### src/rtl/uart_tx_arbiter.sv
// Message-atomic round-robin arbiter sharing one UART TX byte channel.
// Define UART_TX_ARB_STATS_EN to build the per-requester message counters.
module uart_tx_arbiter #(
    parameter int NUM_REQ      = 2,
    parameter int STALL_CYCLES = 4096,
    localparam int GW          = $clog2(NUM_REQ)
) (
    input  logic                  clk,
    input  logic                  rst,
    input  logic [NUM_REQ-1:0]    req_valid,
    input  logic [8*NUM_REQ-1:0]  req_data,
    input  logic [NUM_REQ-1:0]    req_last,
    output logic [NUM_REQ-1:0]    req_ready,
    output logic                  tx_valid,
    output logic [7:0]            tx_data,
    input  logic                  tx_ready,
    output logic                  grant_active,
    output logic [GW-1:0]         grant_id,
    output logic                  abort_pulse,
    output logic [16*NUM_REQ-1:0] stat_msgs
);

    localparam int SW = (STALL_CYCLES > 1) ? $clog2(STALL_CYCLES) : 1;
    localparam logic [SW-1:0] STALL_LIM = SW'((STALL_CYCLES > 0) ? STALL_CYCLES - 1 : 0);

    typedef enum logic {IDLE, LOCK} state_t;

    state_t        r_state;
    state_t        w_next;
    logic [GW-1:0] r_grant_id;
    logic [GW-1:0] r_last_grant;
    logic [GW-1:0] w_pick;
    logic [GW:0]   w_idx;
    logic [SW-1:0] r_stall_cnt;
    logic          w_own_valid;
    logic          w_own_last;
    logic          w_xfer;
    logic          w_done;
    logic          w_abort;

    assign w_own_valid = req_valid[r_grant_id];
    assign w_own_last  = req_last[r_grant_id];
    assign w_xfer      = tx_valid & tx_ready;
    assign w_done      = w_xfer & w_own_last;

    // Scan downward so the nearest requester after last_grant wins.
    always_comb begin
        w_pick = '0;
        w_idx  = '0;
        for (int k = NUM_REQ; k >= 1; k--) begin
            w_idx = {1'b0, r_last_grant} + (GW+1)'(k);
            if (w_idx >= (GW+1)'(NUM_REQ)) begin
                w_idx = w_idx - (GW+1)'(NUM_REQ);
            end
            if (req_valid[w_idx[GW-1:0]]) begin
                w_pick = w_idx[GW-1:0];
            end
        end
    end

    always_comb begin
        w_next    = r_state;
        tx_valid  = 1'b0;
        tx_data   = '0;
        req_ready = '0;
        w_abort   = 1'b0;
        unique case (r_state)
            IDLE: begin
                if (|req_valid) begin
                    w_next = LOCK;
                end
            end
            LOCK: begin
                if (STALL_CYCLES != 0 && !w_own_valid && r_stall_cnt == STALL_LIM) begin
                    w_abort = 1'b1;
                    w_next  = IDLE;
                end else begin
                    tx_valid              = w_own_valid;
                    tx_data               = req_data[{r_grant_id, 3'b000} +: 8];
                    req_ready[r_grant_id] = tx_ready;
                    if (w_own_valid && tx_ready && w_own_last) begin
                        w_next = IDLE;
                    end
                end
            end
        endcase
    end

    always_ff @(posedge clk or posedge rst) begin
        if (rst) begin
            r_state      <= IDLE;
            r_grant_id   <= '0;
            r_last_grant <= GW'(NUM_REQ - 1);
            r_stall_cnt  <= '0;
        end else begin
            r_state <= w_next;
            if (r_state == IDLE && |req_valid) begin
                r_grant_id <= w_pick;
            end
            if (r_state == LOCK && (w_abort || w_done)) begin
                r_last_grant <= r_grant_id;
            end
            // Backpressure (valid held, tx_ready low) is not a stall.
            if (r_state != LOCK || w_xfer || w_abort) begin
                r_stall_cnt <= '0;
            end else if (!w_own_valid && STALL_CYCLES != 0) begin
                r_stall_cnt <= r_stall_cnt + 1'b1;
            end
        end
    end

    assign grant_active = (r_state == LOCK);
    assign grant_id     = r_grant_id;
    assign abort_pulse  = w_abort;

`ifdef UART_TX_ARB_STATS_EN
    for (genvar i = 0; i < NUM_REQ; i++) begin : g_stat
        logic [15:0] r_cnt;
        logic        w_hit;
        assign w_hit = w_done && (r_grant_id == GW'(i));
        always_ff @(posedge clk or posedge rst) begin
            if (rst) begin
                r_cnt <= '0;
            end else if (w_hit && r_cnt != 16'hFFFF) begin
                r_cnt <= r_cnt + 16'd1;
            end
        end
        assign stat_msgs[16*i +: 16] = r_cnt;
    end
`else
    assign stat_msgs = '0;
`endif

endmodule

### config.mk
export PLATFORM = sky130hd
export DESIGN_NAME = uart_tx_arbiter
export DESIGN_NICKNAME = d
export VERILOG_FILES = /design/src/rtl/uart_tx_arbiter.sv
export SDC_FILE = /design/constraint.sdc
export NUM_CORES = 1
export LEC_CHECK = 0
export BUFFER_PORTS_ARGS = -buffer_cell sky130_fd_sc_hd__buf_2
export CORE_UTILIZATION = 35
export DETAILED_ROUTE_END_ITERATION = 7
export PLACE_DENSITY = 0.72
export REMOVE_ABC_BUFFERS = 1
export SLEW_MARGIN = 20
export SYNTH_ARGS = -nofsm -noshare
export SYNTH_HDL_FRONTEND = slang
export SYNTH_SLANG_ARGS = --single-unit
### constraint.sdc
create_clock -name clk -period 2.1 [get_ports clk]
set_clock_uncertainty 0.05 [all_clocks]
set_input_delay 0.42 -clock clk [delete_from_list [all_inputs] [get_ports clk]]
set_output_delay 0.42 -clock clk [all_outputs]
set_load 0.03 [all_outputs]
# --- Yosys cells after proc, flatten, opt, wreduce, memory -nomap -nowiden ---
# Index checks and enable logic that the tools add are counted.
totals:
  inputBits: 23
  out_inout_bits: 46
  word_cells: 61
  register_bits: 15
classes:
  n_eq_ne: 2
  mux: 28
  addsub: 5
  order_cmp: 6
  n_reduce_logical: 11
  shift: 1
  n_bitwise: 4
ops:
  columns: ["cell", "count"]
  rows:
  - ["12-bit 2-to-1 mux", 2]
  - ["1-bit 2-to-1 mux", 20]
  - ["8-bit 2-to-1 mux", 2]
  - ["16-bit by 5-bit indexed part select with 8-bit output", 1]
  - ["12-bit by 1-bit adder with 12-bit output (second input constant)", 1]
  - ["12-bit equality test (second input constant)", 1]
  - ["1-bit logical AND", 6]
  - ["1-bit by 2-bit < comparator with 1-bit output (second input constant)", 3]
  - ["2-bit greater-or-equal comparator (second input constant)", 2]
  - ["2-bit 2-to-1 mux", 2]
  - ["1-bit logical OR", 3]
  - ["1-bit by 1-bit adder with 2-bit output (second input constant)", 1]
  - ["1-bit by 2-bit adder with 2-bit output (second input constant)", 1]
  - ["1-bit bitwise AND", 2]
  - ["2-bit bitwise AND", 1]
  - ["2-bit by 1-bit != test with 1-bit output (second input constant)", 1]
  - ["1-bit one-hot mux with 2 select lines", 1]
  - ["2-bit OR reduction", 1]
  - ["1-bit subtractor (second input constant)", 2]
  - ["1-bit demux with 1-bit select", 1]
  - ["1-bit greater-or-equal comparator (second input constant)", 1]
  - ["1-bit logical NOT", 1]
  - ["1-bit inverter", 1]

# --- Logic depth before layout (Yosys ltp) ---
logic_depth:
  word_depth: 10
  ltp_mapped: 6
  depth_no_buf: 5

# --- Least setup slack after synthesis ---
# Ideal clock, no wire load.
synth_timing:
  kind: "register -> output"
  from: "register r_grant_id (netlist: grant_id)"
  to: "output port req_ready[0]"
  t_arrival_ns: 2.019
  setup_slack_ns: -0.389
  stages_incl_launch_ff: 7
  t_required_ns: 1.630
  n_path_buf: 2
  cell_sequence: "dfrtp_1 buf_6 mux2_4 nor4_4 nand2b_1 buf_4 nor3b_1"
synth_via:
  elab_chain_cells: 7
  word_cells_on_any_way: 12
  cone_classes: "order compare: 2; mux: 6; bitwise: 1; reduce/logical: 3"
synth_lines:
  columns: ["element", "line_no", "source"]
  rows:
  - ["start: declaration", "30", "logic [GW-1:0] r_grant_id;"]
  - ["start signal: assignment", "98", "r_grant_id <= w_pick;"]
  - ["1-bit by 2-bit < comparator with 1-bit output (not written as such) / 1-bit greater-or-equal comparator (equally long branches)", "80", "req_ready[r_grant_id] = tx_ready;"]
  - ["1-bit logical AND (not written as such)", "80", null]
  - ["1-bit 2-to-1 mux (not written as such)", "80", null]
  - ["1-bit demux with 1-bit select", "80", null]
  - ["2-bit bitwise AND (no line)", null, null]
  - ["2-bit 2-to-1 mux *", "74", "if (STALL_CYCLES != 0 && !w_own_valid && r_stall_cnt == STALL_LIM) begin"]
  - ["2-bit 2-to-1 mux *", "67", "unique case (r_state)"]
  - ["end: declaration", "13", "output logic [NUM_REQ-1:0] req_ready,"]
# Every way passes the cells marked *; elsewhere a longest branch is shown, timed or not. The select of a mux whose other input is x is not followed.

# --- Final worst setup path ---
layout_timing:
  from: "register r_stall_cnt[1]"
  to: "output port tx_data[1]"
layout_via:
  elab_chain_cells: 4
layout_lines:
  columns: ["element", "line_no", "source"]
  rows:
  - ["start: declaration", "34", "logic [SW-1:0] r_stall_cnt;"]
  - ["start signal: assignment", "107", "r_stall_cnt <= r_stall_cnt + 1'b1;"]
  - ["12-bit equality test", "74", null]
  - ["1-bit logical AND", "74", null]
  - ["8-bit 2-to-1 mux", "74", null]
  - ["8-bit 2-to-1 mux", "67", null]
  - ["end: declaration", "15", "output logic [7:0] tx_data,"]
# No other way between the ends.

==> qor.tcl <==
set qor(p_per_area_mw_per_mm2) 950
set qor(worstSkewPairLatency_ps) 280
set qor(ctsLongestPathBuffers) 2
set qor(arrival_ps) 1740
set qor(drc_errors) 0
set qor(switchingPower_mw) 0.664
set qor(wl_per_cell_um) 11.1
set qor(post_route_cells_drive_above_1_share_pct) 34.6
set qor(worst_ir_drop_on_vdd_mv) 0.283
set qor(netlist_instances) 136
set qor(global_route.usage.total_pct) 13.7
set qor(clock-root-buffer) {sky130_fd_sc_hd__clkbuf_4}
set qor(number_of_rows_in_the_core_area) 20
set qor(p_seq_share_pct) 27.5
set qor(period_needed_ps) 2210
set qor(fp.dieArea_mm2) 0.00369
set qor(place_congestion) 0.745
set qor(yosys_warnings) 0
set qor(grt_start_max_net_pins) 16
set qor(muxShareOfSynthArea_pct) 9.96
set qor(via_count_of_the_first_global_routing_pass) 814
set qor(grt-ovfl-total) 0
set qor(outcome) {finished with violations}
set qor(reg2reg_slack_ps) 290
set qor(syn_area_mm2) 0.00121
set qor(critical_path.startpoint) {r_stall_cnt[1]}
set qor(design.core.area_mm2) 0.00315
set qor(hp-class) {in2async}
set qor(grt_pass1_wl_um) 3710
set qor(rr_startpoint) {r_stall_cnt[1]}
set qor(final_period_util_pct) 105
set qor(cts-htree-levels) 1
set qor(fmax_achieved_ghz) 0.453
set qor(failed_checks) {negative setup slack}
set qor(finalSetupViolCount) 11
set qor(int_pwr_mw) 0.744
set qor(hpwl_um) 1770
set qor(worstPathRequired_ps) 1630
set qor(clkPwrFrac_pct) 11.4
set qor(clkTransAtPathRegs_ps) 80
set qor(count_of_antenna_violating_nets_left_after_detailed_routing) 0
set qor(die_w_um) 60.7
set qor(slew_violations) 0
set qor(timing_worst_slew_pin_value_ps) 573
set qor(sequential_fraction_of_the_synthesis_area_pct) 31.2
set qor(floorplan.initialDensity_pct) 38.3
set qor(main_combinational_cell_family_by_area_after_synthesis) {buffers and inverters}
set qor(critical_path.max_fanout) 5
set qor(area.growth.synth_to_final_pct) 22.8
set qor(synth_xor_area_share_pct) 7.99
set qor(tritoncts.num_buffers) 3
set qor(cts_tree) {yes}
set qor(grt_antenna_before_repair) 0
set qor(synth_cell_types) 28
set qor(endpoints_failing_hold) 0
set qor(grt_setup_unrepaired) {true}
set qor(worst_hold_slack_ps) 131
set qor(cts_num_sinks) 15
set qor(first_pass_iters) 4
set qor(post-route-worst-setup-slack_ps) -106
set qor(io_buffers) 36
set qor(final_nets) 207
set qor(worstSetupEndpointType) {output pin}
set qor(timing_worst_setup_path_type) {reg2out}
set qor(number_of_design_rule_violations_left_by_the_first_detailed_router_iteration) 52
set qor(adder_cell_share_of_the_synthesized_area_pct) 1.04
set qor(synthSimpleGateAreaFrac_pct) 21.6
set qor(maxCapViolCount) 0
set qor(slew_headroom_pct) 61.8
set qor(sw_frac_of_total_pct) 47.2
set qor(timing.critical_path.from_type) {flip-flop}
set qor(routed_wl_um) 2510
set qor(yosys_register_bits) 15
set qor(synth_compound_gate_area_share_pct) 3.01
set qor(vias_per_cell) 4.38
set qor(io_pins) 69
set qor(die_height_um) 60.7
set qor(antennaDiodeCount) 0
set qor(cellLeakagePower_nw) 0.745
set qor(comb_power_share_pct) 61.1
set qor(post-place-ws_ps) 16.6
set qor(hold_buffers) 0
set qor(synth_area_per_cell_um2) 8.87
set qor(detailroute.via_count) 989
## power by group through the flow
| stage | registers (mW) | clock network, mW | logic [mW] |
|---|---|---|---|
| after floorplan | 0.447 | 0 | 0.479 |
| after global placement | 0.379 | 0 | 0.755 |
| after detailed placement | 0.380 | 0 | 0.761 |
| after global routing | 0.393 | 0.191 | 0.921 |
| after CTS | 0.380 | 0.169 | 0.846 |
| final | 0.387 | 0.161 | 0.860 |
## routing by layer
metal  global-route usage (%)  vias to the layer above  part of all wire [%]  wire, um
met3                     5.54                        7                   5.4       135
met4                     5.19                        0                   1.4        35
li1                         -                      475                     -         -
met5                        0                        -                     0         0
met1                     16.5                      470                    39       971
met2                     22.1                       37                    54      1370
## state kept, by name (all words and copies together) (netlist names)
signal,cells
grant_active,1
r_stall_cnt,12
r_last_grant,1
grant_id,1
## Yosys cell counts (all sizes together)
library cell	instances	area, um2
dfrtp	14	350
nor4	5	52.6
nor2	24	90.1
xor2	1	8.76
and2	2	12.5
nand2b	1	6.26
clkbuf	1	3.75
o31a	1	8.76
dfstp	1	26.3
nand3	4	20.0
nor3	3	15.0
nand2	6	22.5
mux2	2	30.0
conb	1	3.75
ha	1	12.5
nor3b	1	7.51
buf	36	278
mux2i	9	90.1
xnor2	10	87.6
a32o	1	10.0
a211o	1	8.76
nand4	4	25.0
inv	5	18.8
o21ai	1	8.76
nand4b	1	8.76
## metrics by stage
stage | cells | utilization [%] | setup TNS, ps | power, mW | cell area (um2)
floorplan | 130 | - | -5680 | 0.926 | 1040
global placement | 219 | 42.6 | 0 | 1.13 | 1340
detailed placement | 219 | 42.6 | 0 | 1.14 | 1340
CTS | 225 | 46.4 | -878 | 1.39 | 1460
global route | 226 | 47.0 | -1850 | 1.50 | 1480
finish | 226 | 47.0 | -945 | 1.41 | 1480
## layout by cell type, fill, tap and decap left out, types with 2 or more instances in the layout
cell                       count
sky130_fd_sc_hd__nor4_1        3
sky130_fd_sc_hd__buf_4        18
sky130_fd_sc_hd__nand4_1       4
sky130_fd_sc_hd__nand3_1       3
sky130_fd_sc_hd__nor2_1       22
sky130_fd_sc_hd__mux2i_1       9
sky130_fd_sc_hd__conb_1       32
sky130_fd_sc_hd__dfrtp_1      14
sky130_fd_sc_hd__mux2_4        2
sky130_fd_sc_hd__inv_1         5
sky130_fd_sc_hd__buf_6         5
sky130_fd_sc_hd__xnor2_1      10
sky130_fd_sc_hd__and2_1        2
sky130_fd_sc_hd__clkbuf_4      3
sky130_fd_sc_hd__nor3_1        3
sky130_fd_sc_hd__nand2_1       6
sky130_fd_sc_hd__buf_2        25
sky130_fd_sc_hd__nor2_2        2
## critical path, stage by stage, from the launching register on
cell,delay [ps]
sky130_fd_sc_hd__dfrtp_1,400
sky130_fd_sc_hd__ha_4,160
sky130_fd_sc_hd__nand3_4,90
sky130_fd_sc_hd__nor4_4,280
sky130_fd_sc_hd__nand2b_4,190
sky130_fd_sc_hd__buf_6,120
sky130_fd_sc_hd__nor2_1,40
sky130_fd_sc_hd__buf_4,160
## worst paths after layout
path	endpoint	depth (start not counted)
worst max-delay path	tx_data[1]	7
worst min-delay path	r_stall_cnt[7]	2
worst max register to register	r_stall_cnt[6]	7
max in group asynchronous	r_stall_cnt[4]	2
min in group clk	grant_active	3
worst min register to register	r_stall_cnt[11]	2
## layout make-up
| type | count | area, um2 |
|---|---|---|
| Clock buffer | 4 | 26.3 |
| Fill cell | 325 | 1670 |
| Inverter | 5 | 18.8 |
| Multi-Input combinational cell | 110 | 688 |
| Sequential cell | 15 | 377 |
| Tap cell | 44 | 55.1 |
| Timing Repair Buffer | 48 | 317 |
## kinds of logic (layout without fill, tap and decap cells)
| family | Yosys count | after routing |
|---|---|---|
| and+or+nand+nor | 51 | 51 |
| muxes | 11 | 11 |
| other | 1 | 32 |
| DFF | 15 | 15 |
| AOI/OAI and AO/OA | 4 | 4 |
| xor gates and xnor gates | 11 | 11 |
| buffers and inverters | 42 | 57 |
| adders and majority gates | 1 | 1 |
## what timing repair did
action / CTS / global route
pin swaps: 5 / 0
resized for setup: 24 / 1
gates cloned: 1 / 0
buffers inserted: 1 / 1
endpoints found under the setup margin: 11 / 11
Power figures use the tool's default switching activity.
